<file path="src/rtl/uart_pkg.sv">
// Shared types and helpers for the buffered UART blocks.
package uart_pkg;

   typedef enum logic [1:0] {IDLE, START, DATA, STOP} uart_tx_state_t;

   localparam int DATA_BITS = 8;
   localparam int STOP_BITS = 1;

   function automatic int clks_per_bit(input int clock_freq, input int baud_rate);
      return clock_freq / baud_rate;
   endfunction

endpackage

</file>
<file path="src/rtl/sync_fifo.sv">
// Single-clock first-word-fall-through FIFO; rd_data is valid whenever !empty.
module sync_fifo #(
   parameter int WIDTH = 8,
   parameter int DEPTH = 32
) (
   input  logic                         clk,
   input  logic                         rst,
   input  logic                         wr_en,
   input  logic [WIDTH-1:0]             wr_data,
   input  logic                         rd_en,
   output logic [WIDTH-1:0]             rd_data,
   output logic                         full,
   output logic                         empty,
   output logic [$clog2(DEPTH+1)-1:0]   count
);

   localparam int AW = $clog2(DEPTH);
   localparam int CW = $clog2(DEPTH+1);

   logic [WIDTH-1:0] mem_q [DEPTH];
   logic [AW-1:0]    wr_ptr_q, wr_ptr_d;
   logic [AW-1:0]    rd_ptr_q, rd_ptr_d;
   logic [CW-1:0]    count_q, count_d;
   logic             push, pop;

   assign full    = (count_q == CW'(DEPTH));
   assign empty   = (count_q == '0);
   assign count   = count_q;
   assign rd_data = mem_q[rd_ptr_q];

   // A write into a full FIFO is dropped even if a pop frees a slot this cycle.
   assign push = wr_en && !full;
   assign pop  = rd_en && !empty;

   always_comb begin
      wr_ptr_d = push ? wr_ptr_q + AW'(1) : wr_ptr_q;
      rd_ptr_d = pop  ? rd_ptr_q + AW'(1) : rd_ptr_q;
      count_d  = count_q;
      case ({push, pop})
         2'b10:   count_d = count_q + CW'(1);
         2'b01:   count_d = count_q - CW'(1);
         default: count_d = count_q;
      endcase
   end

   always_ff @(posedge clk) begin
      if (rst) begin
         wr_ptr_q <= '0;
         rd_ptr_q <= '0;
         count_q  <= '0;
      end else begin
         wr_ptr_q <= wr_ptr_d;
         rd_ptr_q <= rd_ptr_d;
         count_q  <= count_d;
      end
   end

   always_ff @(posedge clk) begin
      if (push) mem_q[wr_ptr_q] <= wr_data;
   end

endmodule

</file>
<file path="src/rtl/uart_tx_buffered.sv">
// Buffered 8N1 UART transmitter: FIFO drained by a baud-rate FSM onto a registered tx pin.
module uart_tx_buffered
   import uart_pkg::*;
#(
   parameter int CLOCK_FREQ  = 50000000,
   parameter int BAUD_RATE   = 115200,
   parameter int BUFFER_SIZE = 32
) (
   input  logic                               clk,
   input  logic                               rst,
   input  logic                               wr_en,
   input  logic [7:0]                         wr_data,
   output logic                               full,
   output logic                               empty,
   output logic [$clog2(BUFFER_SIZE+1)-1:0]   count,
   output logic                               busy,
   output logic                               tx
);

   localparam int            CPB       = clks_per_bit(CLOCK_FREQ, BAUD_RATE);
   localparam int            BW        = $clog2(CPB);
   localparam logic [BW-1:0] BAUD_LAST = BW'(CPB - 1);
   localparam logic [2:0]    BIT_LAST  = 3'(DATA_BITS - 1);

   uart_tx_state_t state_q, state_d;
   logic [BW-1:0]  baud_q, baud_d;
   logic [2:0]     bit_q, bit_d;
   logic [7:0]     shift_q, shift_d;
   logic           tx_q, tx_d;
   logic           pop, baud_end;
   logic [7:0]     fifo_data;

   sync_fifo #(.WIDTH(8), .DEPTH(BUFFER_SIZE)) u_fifo (
      .clk     (clk),
      .rst     (rst),
      .wr_en   (wr_en),
      .wr_data (wr_data),
      .rd_en   (pop),
      .rd_data (fifo_data),
      .full    (full),
      .empty   (empty),
      .count   (count)
   );

   assign baud_end = (baud_q == BAUD_LAST);
   assign busy     = (state_q != IDLE);
   assign tx       = tx_q;

   // tx_d is the value the line takes in the next state, so tx stays a pure flop.
   always_comb begin
      state_d = state_q;
      baud_d  = baud_q;
      bit_d   = bit_q;
      shift_d = shift_q;
      tx_d    = tx_q;
      pop     = 1'b0;
      case (state_q)
         IDLE: begin
            tx_d = 1'b1;
            if (!empty) begin
               pop     = 1'b1;
               shift_d = fifo_data;
               baud_d  = '0;
               state_d = START;
               tx_d    = 1'b0;
            end
         end
         START: begin
            baud_d = baud_q + BW'(1);
            if (baud_end) begin
               baud_d  = '0;
               bit_d   = '0;
               state_d = DATA;
               tx_d    = shift_q[0];
            end
         end
         DATA: begin
            baud_d = baud_q + BW'(1);
            if (baud_end) begin
               baud_d  = '0;
               shift_d = shift_q >> 1;
               if (bit_q == BIT_LAST) begin
                  state_d = STOP;
                  tx_d    = 1'b1;
               end else begin
                  bit_d = bit_q + 3'd1;
                  tx_d  = shift_q[1];
               end
            end
         end
         STOP: begin
            baud_d = baud_q + BW'(1);
            if (baud_end) begin
               baud_d = '0;
               if (!empty) begin
                  pop     = 1'b1;
                  shift_d = fifo_data;
                  state_d = START;
                  tx_d    = 1'b0;
               end else begin
                  state_d = IDLE;
                  tx_d    = 1'b1;
               end
            end
         end
         default: begin
            state_d = IDLE;
            tx_d    = 1'b1;
         end
      endcase
   end

   always_ff @(posedge clk) begin
      if (rst) begin
         state_q <= IDLE;
         baud_q  <= '0;
         bit_q   <= '0;
         shift_q <= '0;
         tx_q    <= 1'b1;
      end else begin
         state_q <= state_d;
         baud_q  <= baud_d;
         bit_q   <= bit_d;
         shift_q <= shift_d;
         tx_q    <= tx_d;
      end
   end

endmodule
</file>
<file path="config.mk">
export PLATFORM = sky130hd
export DESIGN_NAME = uart_tx_buffered
export DESIGN_NICKNAME = d
export VERILOG_FILES = /design/src/rtl/uart_pkg.sv /design/src/rtl/sync_fifo.sv /design/src/rtl/uart_tx_buffered.sv
export SDC_FILE = /design/constraint.sdc
export NUM_CORES = 1
export LEC_CHECK = 0
export ABC_CLOCK_PERIOD_IN_PS = 4700
export CAP_MARGIN = 0
export CORE_UTILIZATION = 45
export CTS_CLUSTER_DIAMETER = 100
export DETAILED_ROUTE_END_ITERATION = 6
export PLACE_DENSITY = 0.6
export REMOVE_ABC_BUFFERS = 1
export SLEW_MARGIN = 20
export SYNTH_ARGS = -nofsm -noshare
export SYNTH_HDL_FRONTEND = slang
export SYNTH_SLANG_ARGS = --single-unit
</file>
<file path="constraint.sdc">
create_clock -name clk -period 4.7 [get_ports clk]
set_clock_uncertainty 0.15 [all_clocks]
set_input_delay 0.94 -clock clk [delete_from_list [all_inputs] [get_ports clk]]
set_output_delay 0.94 -clock clk [all_outputs]
set_load 0.02 [all_outputs]
</file>
==> results.yml, run 1 <==
cts:
  cts_resized: 0
  hold_buffers: 0
  cts_tree: "built"
  cts.sinks: 300
  clk_latency_ps: 550
  cts_max_level: 1
  cts_setup_buffers: 0
  cts_max_path_buffers: 3
  root_buffer: "clkbuf_16"
  cts_made_buffers: 31
  cts.clk_slew.worst_paths_ps: 60
run_status:
  status: "complete, but fails checks"
  violations: "design-rule violations"
critical_path:
  crit_path_end: "empty"
  crit_cells: 3
  rrSetupSlack_ps: 1250
  path_buf_inv: 1
  reg2reg_to: "u_fifo.count[4]"
  start_kind: "flop"
  crit_family: "simple AND/OR/NAND/NOR gates"
  cpPeakStageDelay_ps: 680
  startpoint: "u_fifo.count[2]"
  path_cells: "or4_1 -> nor3_2 -> clkdlybuf4s50_1"
  reg2reg_from: "baud_q[3]"
  cp_max_fo: 11
  endpoint_kind: "output port"
  critPathKind: "reg2out"
  slowest_stage: "or4_1"
  required_ps: 3610
  worst-r2r-cell-count: 11
  arrival_ps: 2680
grt:
  grt_pass1_vias: 6726
  grt_overflow: 0
  grt_pass1_wl_um: 39000
  grt_max_degree: 37
  antenna_found_initial: 0
  grt_util_all_layers_pct: 18.4
pwr:
  p_leak_nw: 4.25
  pwr_density_cell_nw_per_um2: 517
  irDropWorstVdd_uv: 366
  combPwrFrac_pct: 21.4
  internal-power_mw: 5.12
  seq_power_share_pct: 44.5
  p_sw_mw: 2.01
  p_sw_share_pct: 28.2
  pwr-share-clk_pct: 34.1
worst_hold_path:
  min_from: "baud_q[8]"
  hp-class: "reg2reg"
timing:
  setup_violations: 0
  worst_pin_slew_ps: 1060
  min_period_ps: 3770
  fmax_mhz: 266
  relSlewSlack_pct: 29.2
  final.period_utilization_pct: 80.1
  final_max_slew_viol_count: 0
  hold_viol: 0
  rsz0062_at_grt: "no"
  fin_tns_setup_ps: 0
detailed_routing:
  num_vias: 6309
  vias_per_cell: 5.73
  ant_nets: 0
  first_pass_iters: 7
  wl_per_cell_um: 22.6
  drc: 1
  initialDrtViolationCount: 596
  wirelength_um: 24900
synthesis:
  syn_area_um2: 12300
  synth_common_cells: "edfxtp_1 (256), nor2_1 (70), mux4_2 (64), dfxtp_1 (44), nand2_1 (26)"
  synthArstFlopShare_pct: 0
  synth.top_cell.area_share_pct: 62.6
  ys_ff_latch: 300
  yosysMostFrequentCell: "edfxtp_1"
  seq_area_frac_synth_pct: 69.8
  synth_warnings: 0
  yosysTopAreaCell: "edfxtp_1"
  synth.avg_cell_area_um2: 17.1
  syn-instance-count: 717
  synth_ff_type: "edfxtp_1"
  synthTopCellsByArea: "edfxtp_1 (63%), mux4_2 (12%), dfxtp_1 (7.2%)"
  synth_cell_types: 55
  synth_edf_count: 256
floorplanning:
  die-area_um2: 27900
  die_h_um: 167
  core-area_um2: 26900
  initial_core_util_pct: 45.7
  chipWidth_um: 167
  pin_count: 21
  num_rows: 60
cells_and_area:
  antennaDiodeCount: 0
  stdcell_count: 1102
  finalNetCount: 766
  fin_area_um2: 13800
  area_growth_pct: 12.2
  final_util_pct: 51.2
  drive_gt1_share_pct: 20.0
placement:
  place_inst: 1046
  place_area_um2: 12800
  portBuffers: 20
  hpwl_um: 15600
  place.gp.congestion: 0.787
flow_run:
  cap_violations: 0
-- worst min-delay path by stage --
stage / depth (start not counted) / slack, ps / end
floorplan: 2 / 300 / baud_q[8]
global placement: 2 / 310 / baud_q[8]
detailed placement: 2 / 320 / baud_q[8]
CTS: 2 / 330 / baud_q[8]
global route: 2 / 350 / baud_q[8]
finish: 2 / 330 / baud_q[8]
-- worst reg2reg max path, delay by kind of cell (launching register included) --
kind,cells,cell delay (ps)
flip-flops,1,350
XOR/XNOR,2,340
AO/OA/AOI/OAI,3,580
AND/OR/NAND/NOR,4,1250
adder cells (fa/ha/maj),2,680
-- cells by family after synthesis --
logic type,Yosys count,synth area share [%]
xor gates and xnor gates,18,1.28
buffers and inverters,55,1.96
adders and majority gates,17,1.73
DFF,300,69.8
AOI/OAI and AO/OA,74,4.25
and+or+nand+nor,152,6.03
muxes,101,14.9
-- through the flow --
stage	power (mW)	hold WS [ps]	setup WS, ps
after floorplan	4.29	296	949
after global routing	7.44	353	804
after global placement	4.70	308	1150
after detailed placement	4.76	320	1060
after CTS	7.17	331	908
final	7.13	331	935
-- power by group through the flow --
stage / clock (mW) / sequential, mW / combinational [mW]
floorplan: 0 / 3.26 / 1.03
global placement: 0 / 3.22 / 1.48
detailed placement: 0 / 3.23 / 1.53
CTS: 2.47 / 3.17 / 1.53
global route: 2.57 / 3.20 / 1.67
finish: 2.43 / 3.17 / 1.53
-- area by class of cell --
| cell class | instances | area, um^2 |
|---|---|---|
| Inverter | 13 | 48.8 |
| Clock buffer | 34 | 787 |
| Tap cell | 341 | 427 |
| Sequential cell | 300 | 8570 |
| Multi-Input combinational cell | 362 | 3460 |
| Fill cell | 2172 | 13100 |
| Timing Repair Buffer | 30 | 250 |
| Clock inverter | 22 | 223 |
-- placed cells by master, fill, tap and decap left out, types with 3 or more instances in the layout --
cell	netlist	final
dfxtp_1	44	41
nor3_1	5	5
mux2i_1	21	21
clkbuf_1	24	3
and3_1	3	3
and2_1	4	4
nor2b_1	11	11
clkbuf_16	0	31
a211oi_1	3	3
nand3b_1	4	4
o211ai_1	24	24
mux2_2	16	16
nand4_1	6	6
edfxtp_1	256	256
a22oi_1	8	8
clkdlybuf4s50_1	0	15
inv_1	13	13
xnor2_1	11	11
a21oi_1	10	10
mux4_2	64	64
bufinv_16	0	4
a311oi_1	3	3
nand2_1	26	26
ha_1	17	17
clkinv_1	0	6
o21ai_0	8	8
nand3_1	3	3
clkinv_2	0	4
a31oi_1	4	4
clkinvlp_4	0	5
buf_2	8	5
buf_4	0	10
or3_1	3	3
nor2_1	70	70
xor2_1	7	7
nor4b_1	3	3
-- routing by layer --
metal / vias to the layer above / routed length, um / global-route usage [%]
met5: - / 0 / 0
met4: 0 / 347 / 3.47
met3: 29 / 1200 / 3.33
met2: 161 / 12500 / 31.5
met1: 3259 / 10800 / 24.9
li1: 2860 / - / -
-- registers in the layout, indices dropped and copies added (netlist names), named ones only --
| register | count |
|---|---|
| u_fifo.mem_q | 256 |
| bit_q | 3 |
| u_fifo.rd_ptr_q | 5 |
| u_fifo.wr_ptr_q | 5 |
| u_fifo.count | 6 |
| state_q | 2 |
| tx | 1 |
| shift_q | 8 |
| baud_q | 9 |
Note: power is estimated with default switching activity, not from simulation.
==> inputs of run 2 (changes only) <==
- ABC_CLOCK_PERIOD_IN_PS: 4700 -> 3600
- clock period: 4.7 -> 3.6 ns (I/O delays scaled with it)
==> run 2 against run 1 <==
  * Routed wire length is 0.89% higher
  * Utilization increased by 1.4 points
  * The run now ends clean
  * Cell count rose by 3.7%
  * Via count rose by 2.2%
  * Sequential power up 30%
==> results.yml, run 2 (synthesis results as in run 1) <==
run_status:
  status: "completed"
critical_path:
  reg2reg_from: "u_fifo.count[2]"
  cp_max_fo: 11
  startpoint: "u_fifo.count[2]"
  crit_family: "simple AND/OR/NAND/NOR gates"
  start_kind: "flop"
  rrSetupSlack_ps: 260
  path_cells: "or4_1 -> nor3_4 -> clkdlybuf4s50_1"
  critPathKind: "reg2out"
  arrival_ps: 2570
  endpoint_kind: "output port"
  required_ps: 2730
  path_buf_inv: 1
  worst-r2r-cell-count: 10
  cpPeakStageDelay_ps: 700
  slowest_stage: "or4_1"
  reg2reg_to: "u_fifo.count[2]"
cells_and_area:
  stdcell_count: 1143
  final_util_pct: 52.6
  final_cell_mix: "edfxtp_1 (256), nor2_1 (70), mux4_2 (64), buf_4 (46), dfxtp_1 (41)"
  layout_commonest_cell: "edfxtp_1"
  regMostFlops: "u_fifo.mem_q"
  drive_gt1_share_pct: 23.6
  fin_area_um2: 14100
  finalNetCount: 805
  reg_top3: "u_fifo.mem_q x256, baud_q x9, shift_q x8"
  antennaDiodeCount: 0
  largest_reg_flops: 256
  area_growth_pct: 15.2
floorplanning:
  die-area_um2: 27900
  chipWidth_um: 167
  initial_core_util_pct: 45.7
  die_h_um: 167
  num_rows: 60
  pin_count: 21
  core-area_um2: 26900
worst_hold_path:
  min_from: "baud_q[8]"
  holdPathStages: 2
  hold_end: "baud_q[8]"
  hp-class: "reg2reg"
pwr:
  seq_power_share_pct: 43.8
  p_leak_nw: 4.49
  pwr-share-clk_pct: 33.8
  pwr_density_cell_nw_per_um2: 665
  p_sw_share_pct: 28.3
  p_sw_mw: 2.66
  internal-power_mw: 6.74
  irDropWorstVdd_uv: 402
  combPwrFrac_pct: 22.5
grt:
  grt_use_met3_pct: 2.34
  grt_util_all_layers_pct: 18.4
  grt.busiest_layer: "met2"
  grt_max_degree: 42
  grt_pass1_vias: 6633
  grt_pass1_wl_um: 38800
  antenna_found_initial: 0
  grt_overflow: 0
  met1_usage_pct: 25.5
  grtUsageMet2_pct: 31.1
cts:
  cts.clk_slew.worst_paths_ps: 60
  cts_max_level: 1
  clk_latency_ps: 560
  cts_made_buffers: 31
  cts.sinks: 300
  root_buffer: "clkbuf_16"
  cts_max_path_buffers: 3
  hold_buffers: 0
  cts_tree: "built"
placement:
  place.gp.congestion: 0.781
  portBuffers: 20
  place_inst: 1085
  place_area_um2: 13100
  hpwl_um: 15800
timing:
  fmax_mhz: 291
  holdWs_ps: 329
  final.period_utilization_pct: 95.5
  setup_violations: 0
  final_max_slew_viol_count: 0
  rsz0062_at_grt: "no"
  relSlewSlack_pct: 26.6
  worst_pin_slew_ps: 1100
  hold_viol: 0
  min_period_ps: 3440
detailed_routing:
  drc: 0
  first_pass_iters: 5
  initialDrtViolationCount: 564
  wirelength_um: 25100
  ant_nets: 0
  wl_per_cell_um: 22.0
  vias_per_cell: 5.64
  num_vias: 6446
flow_run:
  cap_violations: 0
[run 2: cell count changes in the layout (fill, tap and decap cells not counted), sizes merged]
cell	previous run	this run
clkdlybuf4s50	15	20
clkbuf	34	36
buf	15	49
clkinvlp	6	2
clkinv	11	15
[run 2: tightest hold or removal path, cell delays in order, from the launching register on]
cell     delay (ps)
dfxtp_1         330
nand2_1          60
a21oi_1          50
[run 2: area by class of cell]
cell class,instances,area [um^2]
repair buffers,69,606
flip-flops and latches,300,8570
clock inverters,22,223
clock buffers,36,795
multi-input cells,362,3470
fillers,2137,12700
well taps,341,427
inverters,13,48.8
[run 2: stage by stage]
step	total power, mW	setup TNS, ps	worst slack (ps)
CTS	9.44	0	79.4
finish	9.40	0	163
detailed placement	6.29	0	286
global placement	6.19	0	566
floorplan	5.60	-151	-151
global route	9.81	0	26.4
[run 2: power groups by stage]
stage	registers (mW)	clock network, mW	logic, mW
6_report	4.11	3.17	2.11
5_1_grt	4.14	3.36	2.31
4_1_cts	4.11	3.23	2.11
3_5_place_dp	4.18	0	2.11
3_3_place_gp	4.16	0	2.03
2_1_floorplan	4.26	0	1.35
[run 2: timing repair]
action | 4_1_cts | 5_1_grt
setup endpoints to repair | 0 | 2
endpoints found under the hold margin | 0 | 0
resized for setup | 0 | 1
buffers inserted | 0 | 0
[run 2: how the worst max path moves through the flow]
stage	to	cells past startpoint
2_1_floorplan	shift_q[7]	5
3_3_place_gp	u_fifo.count[4]	11
3_5_place_dp	u_fifo.count[2]	10
4_1_cts	empty	3
5_1_grt	u_fifo.count[2]	10
6_report	empty	3
[run 2: routing by layer]
layer  vias to the layer above  share of wire (%)  wire length, um
li1                       2946                  -                -
met1                      3269                 44            11100
met2                       193                 49            12400
met3                        38                4.7             1170
met4                         0                1.9              465
met5                         -                  0                0
==> inputs of run 3 (changes only) <==
- HOLD_SLACK_MARGIN: default -> 0.05
==> results of run 3 <==
Final layout, timing and power as in run 2 (identical DEF).
